==> src/rtl/palette_lut_bank_if.sv <==
// Pixel lookup, palette write and fade control bus for palette_lut_bank.
// The DUT takes the slave modport; the index fetch / CPU side takes master.
interface palette_lut_bank_if #(
    parameter int IDX_W   = 4,
    parameter int BANK_W  = 2,
    parameter int COLOR_W = 24,
    parameter int LEVEL_W = 4
);
    logic               i_pix_valid;
    logic [IDX_W-1:0]   i_pix_idx;
    logic [BANK_W-1:0]  i_pix_bank;
    logic               o_pix_valid;
    logic [COLOR_W-1:0] o_color;
    logic               o_transparent;

    logic               i_wr_en;
    logic [BANK_W-1:0]  i_wr_bank;
    logic [IDX_W-1:0]   i_wr_idx;
    logic [COLOR_W-1:0] i_wr_data;

    logic               i_fade_start;
    logic [LEVEL_W:0]   i_fade_target;
    logic [LEVEL_W:0]   o_level;
    logic               o_fade_busy;

    modport slave (
        input  i_pix_valid, i_pix_idx, i_pix_bank,
        output o_pix_valid, o_color, o_transparent,
        input  i_wr_en, i_wr_bank, i_wr_idx, i_wr_data,
        input  i_fade_start, i_fade_target,
        output o_level, o_fade_busy
    );

    modport master (
        output i_pix_valid, i_pix_idx, i_pix_bank,
        input  o_pix_valid, o_color, o_transparent,
        output i_wr_en, i_wr_bank, i_wr_idx, i_wr_data,
        output i_fade_start, i_fade_target,
        input  o_level, o_fade_busy
    );
endinterface

==> src/rtl/palette_lut_bank.sv <==
// Multi-bank writable colour palette with a 2-stage lookup pipeline that
// scales each RGB channel by a brightness level driven by a fade FSM.
module palette_lut_bank #(
    parameter int IDX_W      = 4,
    parameter int BANKS      = 4,
    parameter int BANK_W     = 2,
    parameter int COLOR_W    = 24,
    parameter int TRANSP_IDX = 0,
    parameter int LEVEL_W    = 4,
    parameter int FADE_DIV   = 1024
) (
    input  logic                 i_clk,
    input  logic                 i_rst_n,
    palette_lut_bank_if.slave    bus
);
    localparam int ENTRIES = BANKS * (2 ** IDX_W);
    localparam int ADDR_W  = BANK_W + IDX_W;
    localparam int CH_W    = COLOR_W / 3;
    localparam int LVL_W   = LEVEL_W + 1;
    localparam int PROD_W  = CH_W + LVL_W;
    localparam int DIV_W   = (FADE_DIV > 1) ? $clog2(FADE_DIV) : 1;

    localparam logic [LVL_W-1:0] LVL_FULL = LVL_W'(2 ** LEVEL_W);
    localparam logic [LVL_W-1:0] LVL_ONE  = LVL_W'(1);
    localparam logic [DIV_W-1:0] DIV_LAST = DIV_W'(FADE_DIV - 1);
    localparam logic [DIV_W-1:0] DIV_ONE  = DIV_W'(1);

    typedef enum logic {
        S_IDLE,
        S_FADING
    } state_t;

    logic [COLOR_W-1:0] mem_q [ENTRIES];
    logic [ADDR_W-1:0]  wr_addr;
    logic [ADDR_W-1:0]  rd_addr;

    logic               v1_q;
    logic [COLOR_W-1:0] ent1_q;
    logic               transp1_q;
    logic [LVL_W-1:0]   lvl1_q;

    logic               pv2_q;
    logic [COLOR_W-1:0] color2_q;
    logic               transp2_q;
    logic [COLOR_W-1:0] scaled_c;

    state_t             state_q, state_d;
    logic [LVL_W-1:0]   level_q, level_d;
    logic [LVL_W-1:0]   target_q, target_d;
    logic [DIV_W-1:0]   div_q, div_d;
    logic [LVL_W-1:0]   tgt_clamp;

    assign wr_addr = {bus.i_wr_bank, bus.i_wr_idx};
    assign rd_addr = {bus.i_pix_bank, bus.i_pix_idx};

    // Palette storage; clearable on reset, so it lives in fabric registers.
    always_ff @(posedge i_clk or negedge i_rst_n) begin
        if (!i_rst_n) begin
            for (int i = 0; i < ENTRIES; i++) begin
                mem_q[i] <= '0;
            end
        end else if (bus.i_wr_en) begin
            mem_q[wr_addr] <= bus.i_wr_data;
        end
    end

    // Stage 1 samples the pre-write entry, so same-cycle read returns old data.
    always_ff @(posedge i_clk or negedge i_rst_n) begin
        if (!i_rst_n) begin
            v1_q      <= 1'b0;
            ent1_q    <= '0;
            transp1_q <= 1'b0;
            lvl1_q    <= LVL_FULL;
        end else begin
            v1_q <= bus.i_pix_valid;
            if (bus.i_pix_valid) begin
                ent1_q    <= mem_q[rd_addr];
                transp1_q <= (bus.i_pix_idx == IDX_W'(TRANSP_IDX));
                lvl1_q    <= level_q;
            end
        end
    end

    genvar gi;
    generate
        for (gi = 0; gi < 3; gi++) begin : g_chan
            assign scaled_c[gi*CH_W +: CH_W] =
                CH_W'((PROD_W'(ent1_q[gi*CH_W +: CH_W]) * PROD_W'(lvl1_q)) >> LEVEL_W);
        end
    endgenerate

    always_ff @(posedge i_clk or negedge i_rst_n) begin
        if (!i_rst_n) begin
            pv2_q     <= 1'b0;
            color2_q  <= '0;
            transp2_q <= 1'b0;
        end else begin
            pv2_q <= v1_q;
            if (v1_q) begin
                color2_q  <= transp1_q ? '0 : scaled_c;
                transp2_q <= transp1_q;
            end
        end
    end

    assign bus.o_pix_valid   = pv2_q;
    assign bus.o_color       = color2_q;
    assign bus.o_transparent = transp2_q;

    assign tgt_clamp = (bus.i_fade_target > LVL_FULL) ? LVL_FULL : bus.i_fade_target;

    always_ff @(posedge i_clk or negedge i_rst_n) begin
        if (!i_rst_n) begin
            state_q  <= S_IDLE;
            level_q  <= LVL_FULL;
            target_q <= LVL_FULL;
            div_q    <= '0;
        end else begin
            state_q  <= state_d;
            level_q  <= level_d;
            target_q <= target_d;
            div_q    <= div_d;
        end
    end

    always_comb begin
        state_d  = state_q;
        level_d  = level_q;
        target_d = target_q;
        div_d    = div_q;
        case (state_q)
            S_IDLE: begin
                if (bus.i_fade_start && (tgt_clamp != level_q)) begin
                    target_d = tgt_clamp;
                    div_d    = '0;
                    state_d  = S_FADING;
                end
            end
            S_FADING: begin
                if (bus.i_fade_start) begin
                    // Retarget keeps the current level and restarts the step timer.
                    target_d = tgt_clamp;
                    div_d    = '0;
                    if (tgt_clamp == level_q) begin
                        state_d = S_IDLE;
                    end
                end else if (div_q == DIV_LAST) begin
                    div_d   = '0;
                    level_d = (target_q > level_q) ? (level_q + LVL_ONE) : (level_q - LVL_ONE);
                    if (level_d == target_q) begin
                        state_d = S_IDLE;
                    end
                end else begin
                    div_d = div_q + DIV_ONE;
                end
            end
            default: state_d = S_IDLE;
        endcase
    end

    assign bus.o_level     = level_q;
    assign bus.o_fade_busy = (state_q == S_FADING);
endmodule

==> src/flat_wrapper.sv <==
// flat-port wrapper written by rule: the top's interface ports become plain ports
module palette_lut_bank_flat 
#(
    parameter int IDX_W      = 4,
    parameter int BANKS      = 4,
    parameter int BANK_W     = 2,
    parameter int COLOR_W    = 24,
    parameter int TRANSP_IDX = 0,
    parameter int LEVEL_W    = 4,
    parameter int FADE_DIV   = 1024
)
  (i_clk, i_rst_n, bus_i_pix_valid, bus_i_pix_idx, bus_i_pix_bank, bus_o_pix_valid, bus_o_color, bus_o_transparent, bus_i_wr_en, bus_i_wr_bank, bus_i_wr_idx, bus_i_wr_data, bus_i_fade_start, bus_i_fade_target, bus_o_level, bus_o_fade_busy);
  palette_lut_bank_if #(.IDX_W(IDX_W), .BANK_W(BANK_W), .COLOR_W(COLOR_W), .LEVEL_W(LEVEL_W)) bus_i ();
  input  logic i_clk;
  input  logic i_rst_n;
  input wire logic [$bits(bus_i.i_pix_valid)-1:0] bus_i_pix_valid;
  input wire logic [$bits(bus_i.i_pix_idx)-1:0] bus_i_pix_idx;
  input wire logic [$bits(bus_i.i_pix_bank)-1:0] bus_i_pix_bank;
  output wire logic [$bits(bus_i.o_pix_valid)-1:0] bus_o_pix_valid;
  output wire logic [$bits(bus_i.o_color)-1:0] bus_o_color;
  output wire logic [$bits(bus_i.o_transparent)-1:0] bus_o_transparent;
  input wire logic [$bits(bus_i.i_wr_en)-1:0] bus_i_wr_en;
  input wire logic [$bits(bus_i.i_wr_bank)-1:0] bus_i_wr_bank;
  input wire logic [$bits(bus_i.i_wr_idx)-1:0] bus_i_wr_idx;
  input wire logic [$bits(bus_i.i_wr_data)-1:0] bus_i_wr_data;
  input wire logic [$bits(bus_i.i_fade_start)-1:0] bus_i_fade_start;
  input wire logic [$bits(bus_i.i_fade_target)-1:0] bus_i_fade_target;
  output wire logic [$bits(bus_i.o_level)-1:0] bus_o_level;
  output wire logic [$bits(bus_i.o_fade_busy)-1:0] bus_o_fade_busy;
  assign bus_i.i_pix_valid = bus_i_pix_valid;
  assign bus_i.i_pix_idx = bus_i_pix_idx;
  assign bus_i.i_pix_bank = bus_i_pix_bank;
  assign bus_o_pix_valid = bus_i.o_pix_valid;
  assign bus_o_color = bus_i.o_color;
  assign bus_o_transparent = bus_i.o_transparent;
  assign bus_i.i_wr_en = bus_i_wr_en;
  assign bus_i.i_wr_bank = bus_i_wr_bank;
  assign bus_i.i_wr_idx = bus_i_wr_idx;
  assign bus_i.i_wr_data = bus_i_wr_data;
  assign bus_i.i_fade_start = bus_i_fade_start;
  assign bus_i.i_fade_target = bus_i_fade_target;
  assign bus_o_level = bus_i.o_level;
  assign bus_o_fade_busy = bus_i.o_fade_busy;
  palette_lut_bank #(.IDX_W(IDX_W), .BANKS(BANKS), .BANK_W(BANK_W), .COLOR_W(COLOR_W), .TRANSP_IDX(TRANSP_IDX), .LEVEL_W(LEVEL_W), .FADE_DIV(FADE_DIV)) u_core (.i_clk(i_clk), .i_rst_n(i_rst_n), .bus(bus_i));
endmodule
==> config.mk <==
export PLATFORM = sky130hd
export DESIGN_NAME = palette_lut_bank_flat
export DESIGN_NICKNAME = d
export VERILOG_FILES = /design/src/rtl/palette_lut_bank_if.sv /design/src/rtl/palette_lut_bank.sv /design/src/flat_wrapper.sv
export SDC_FILE = /design/constraint.sdc
export NUM_CORES = 2
export LEC_CHECK = 0
export ABC_CLOCK_PERIOD_IN_PS = 5300
export BUFFER_PORTS_ARGS = -buffer_cell sky130_fd_sc_hd__buf_4
export CAP_MARGIN = 20
export CORE_ASPECT_RATIO = 1.25
export CORE_MARGIN = 5
export CORE_UTILIZATION = 55
export DETAILED_ROUTE_END_ITERATION = 7
export PLACE_DENSITY = 0.78
export SYNTH_ARGS = -nofsm -noshare
export SYNTH_HDL_FRONTEND = slang
export SYNTH_SLANG_ARGS = --single-unit
==> constraint.sdc <==
create_clock -name i_clk -period 5.3 [get_ports i_clk]
set_input_delay 0.265 -clock i_clk [delete_from_list [all_inputs] [get_ports i_clk]]
set_output_delay 0.265 -clock i_clk [all_outputs]
set_load 0.1 [all_outputs]
==> flow_summary.json <==
{
  "crit_slowest_cell": "dfrtp_1",
  "numCtsBuffers": 154,
  "place_area_um2": 78490,
  "clkSlewWorstSetupHoldPaths_ns": 0.06,
  "power_leakage_nw": 38.85,
  "peakVddDrop_v": 0.0002997,
  "cpPeakStageDelay_ns": 0.82,
  "insertion_delay_ns": 0.80,
  "ys_seq_area_share_pct": 52.87,
  "setup_viol": 0,
  "synthesis.nets": 5272,
  "postCtsSetupBuffers": 0,
  "areaGrowthSynthToFinish_pct": 9.531,
  "ioPinCount": 78,
  "yosys_warnings": 0,
  "crit_path_end_kind": "flip-flop",
  "ant_nets": 0,
  "worst_slew_pin_slew_ns": 1.151,
  "period_needed_ns": 4.227,
  "cts_resized": 0,
  "die_x_um": 343.3,
  "root_buffer": "clkbuf_16",
  "nNetsFinal": 5184,
  "drt_first_pass_iters": 5,
  "overflow": 0,
  "grt_usage_pct": 27.16,
  "synth-simple-area-share_pct": 2.789,
  "syn_avg_cell_area_um2": 14.94,
  "synthMuxAreaShare_pct": 35.59,
  "gp_congestion": 0.8443,
  "total_power_mw": 32.16,
  "fp.dieArea_um2": 146500,
  "slew_viol_final": 0,
  "dp_cells": 6719,
  "num_rows": 153,
  "status": "finished clean",
  "fillers": 10285,
  "p_per_area_nw_per_um2": 384.3,
  "cp_max_fo": 25,
  "synth.distinct_cells": 64,
  "fmax_mhz": 236.6,
  "initial_core_util_pct": 55.12,
  "drive_above_1_share_pct": 47.08,
  "stdcell_count": 7010,
  "wl_per_cell_um": 27.90,
  "required_ns": 5.95,
  "synth_xor_area_share_pct": 0.4242,
  "antenna_found_initial": 12,
  "critPathArrivalTime_ns": 4.87,
  "synth_cells": 5114,
  "dominantRegCellSynth": "dfrtp_1",
  "synthArstFlopShare_pct": 100.0,
  "drc": 0,
  "yosys_register_bits": 1614,
  "start_kind": "flip-flop",
  "die_h_um": 426.7,
  "cts_hold_buf": 11,
  "path_buf_inv": 1,
  "path_cells": "nand2_1, fa_1, fa_1, fa_1, inv_1, ha_1, a21o_1, a21oi_1, a21oi_1, o21ai_0, mux2i_1, o311ai_0",
  "grt_pass1_wl_um": 300500,
  "vias_per_cell": 6.348,
  "synthAdderAreaFrac_pct": 2.316,
  "cts_sinks": 1614,
  "cts_tree": "done",
  "core_um2": 138600,
  "hpwlAfterDp_um": 118400,
  "hp-class": "primary input to asynchronous set/reset pin",
  "cpMostUsedCell": "fa_1",
  "htreeDepth": 4,
  "rsz0062_at_grt": "no",
  "wl_um": 195500,
  "final_hold_viol_count": 0,
  "stdcell_area_um2": 83670,
  "io_buffers": 77,
  "drtIter0Drc": 3788,
  "fin_crit_sh_pct": 79.75,
  "grt_max_degree": 191,
  "grt_pass1_vias": 48095,
  "synth_compound_area_share_pct": 2.729,
  "cp_top_family": "adder cells",
  "tns_ns": 0,
  "final_common_cell": "dfrtp_1",
  "synth_top_family_by_area": "multiplexers",
  "seqCellArea_um2": 40390,
  "synthesis.area_um2": 76390,
  "clock_path_buffers": 3,
  "synth-edff-count": 0,
  "multi_input_area_um2": 33610,
  "layout_common_cells": "dfrtp_1, mux2_2, mux4_2",
  "skew_ns": 0.03321,
  "max_slew_margin_pct": 22.47,
  "via_count": 44499,
  "drv_cap": 0,
  "critPathKind": "flip-flop to flip-flop"
}
==> layout make-up <==
| type | instances | share of cell area, % |
|---|---|---|
| clock buffers | 231 | 5.497 |
| inverters | 85 | 0.3843 |
| multi-input cells | 2946 | 40.16 |
| well taps | 1860 | 2.781 |
| clock inverters | 43 | 0.5443 |
| repair buffers | 225 | 2.337 |
| diodes | 6 | 0.01794 |
| flip-flops and latches | 1614 | 48.27 |
==> layer usage <==
layer	vias up	global-route usage, %	part of all wire [%]	routed length [um]
met5	-	0	0.037	73
met2	1351	44.89	49	95520
met1	24246	35.52	40	78770
met3	376	5.152	6.2	12050
met4	10	11.53	4.7	9132
li1	18516	-	-	-
==> Yosys cell counts (all sizes together) (2+ instances only) <==
library cell	n	area, um^2
dfrtp	1611	40310
mux2	1546	17410
mux4	367	8265
buf	254	1380
clkbuf	215	807.0
mux2i	151	1511
nand2	106	397.9
and2	91	569.3
nor2	88	355.3
inv	85	319.1
a21oi	67	335.3
ha	63	788.3
o21ai	58	290.3
fa	49	980.9
nand3	48	250.2
o22ai	33	206.5
nand2b	27	168.9
o221ai	23	201.4
a211oi	22	165.2
xnor2	22	192.7
a221oi	18	157.7
a22oi	16	120.1
xor2	15	131.4
a22o	14	122.6
o211ai	14	105.1
nor2b	12	75.07
nand4	10	62.56
a31oi	8	50.05
nor3	8	40.04
a32oi	7	61.31
and3	7	43.79
a21o	6	45.04
nand3b	6	48.80
o21a	6	45.04
or3	6	37.54
a21boi	3	22.52
dfstp	3	78.83
nor3b	3	22.52
o2111ai	3	26.28
o21bai	3	22.52
o2bb2ai	3	26.28
o311ai	3	26.28
or2	3	18.77
a32o	2	20.02
==> sequential cells by signal, summed over array words and instances (netlist names) <==
name / flops
u_core.bus.o_color: 24
u_core.bus.o_fade_busy: 1
u_core.bus.o_level: 5
u_core.bus.o_pix_valid: 1
u_core.bus.o_transparent: 1
u_core.div_q: 10
u_core.ent1_q: 24
u_core.lvl1_q: 5
u_core.mem_q: 1536
u_core.target_q: 5
u_core.transp1_q: 1
u_core.v1_q: 1
==> logic make-up after synthesis <==
group / count (synthesis)
AOI/OAI and AO/OA: 313
xor gates and xnor gates: 37
adders and majority gates: 112
buffers and inverters: 554
DFF: 1614
muxes: 2064
and+or+nand+nor: 420
==> stage by stage <==
stage                     utilization [%]  setup slack [ns]  hold slack, ns
final                               60.37             1.073         0.02991
after CTS                           60.36             1.065         0.01008
after global placement              56.63             1.156          0.2140
after global routing                60.37            0.7097         0.04373
after detailed placement            56.63             1.083          0.2042
after floorplan                         -             1.503        -0.03059
==> path summary, 6_finish.rpt <==
kind                                                   start                                  to  slack, ns  cells past startpoint
worst min-delay path                                 i_rst_n      u_core.mem_q[1027]$_DFFE_PN0P_       0.03                      2
min in group i_clk                         bus_i_pix_bank[1]       u_core.ent1_q[11]$_DFFE_PN0P_       0.08                      4
max in group asynchronous                            i_rst_n       u_core.mem_q[691]$_DFFE_PN0P_       3.62                      4
worst min register to register         u_core.v1_q$_DFF_PN0_    u_core.bus.o_pix_valid$_DFF_PN0_       0.45                      0
worst max register to register  u_core.lvl1_q[2]$_DFFE_PN0P_  u_core.bus.o_color[13]$_DFFE_PN0P_       1.07                     12
worst max-delay path            u_core.lvl1_q[2]$_DFFE_PN0P_  u_core.bus.o_color[13]$_DFFE_PN0P_       1.07                     12
==> report_power, final <==
group | total [mW] | internal [mW] | leakage [nW] | switching, mW
combinational | 6.20 | 2.95 | 15.0 | 3.25
sequential | 14.9 | 14.0 | 21.4 | 0.873
clock | 11.1 | 6.34 | 2.51 | 4.74
(Power assumes the default switching activity.)
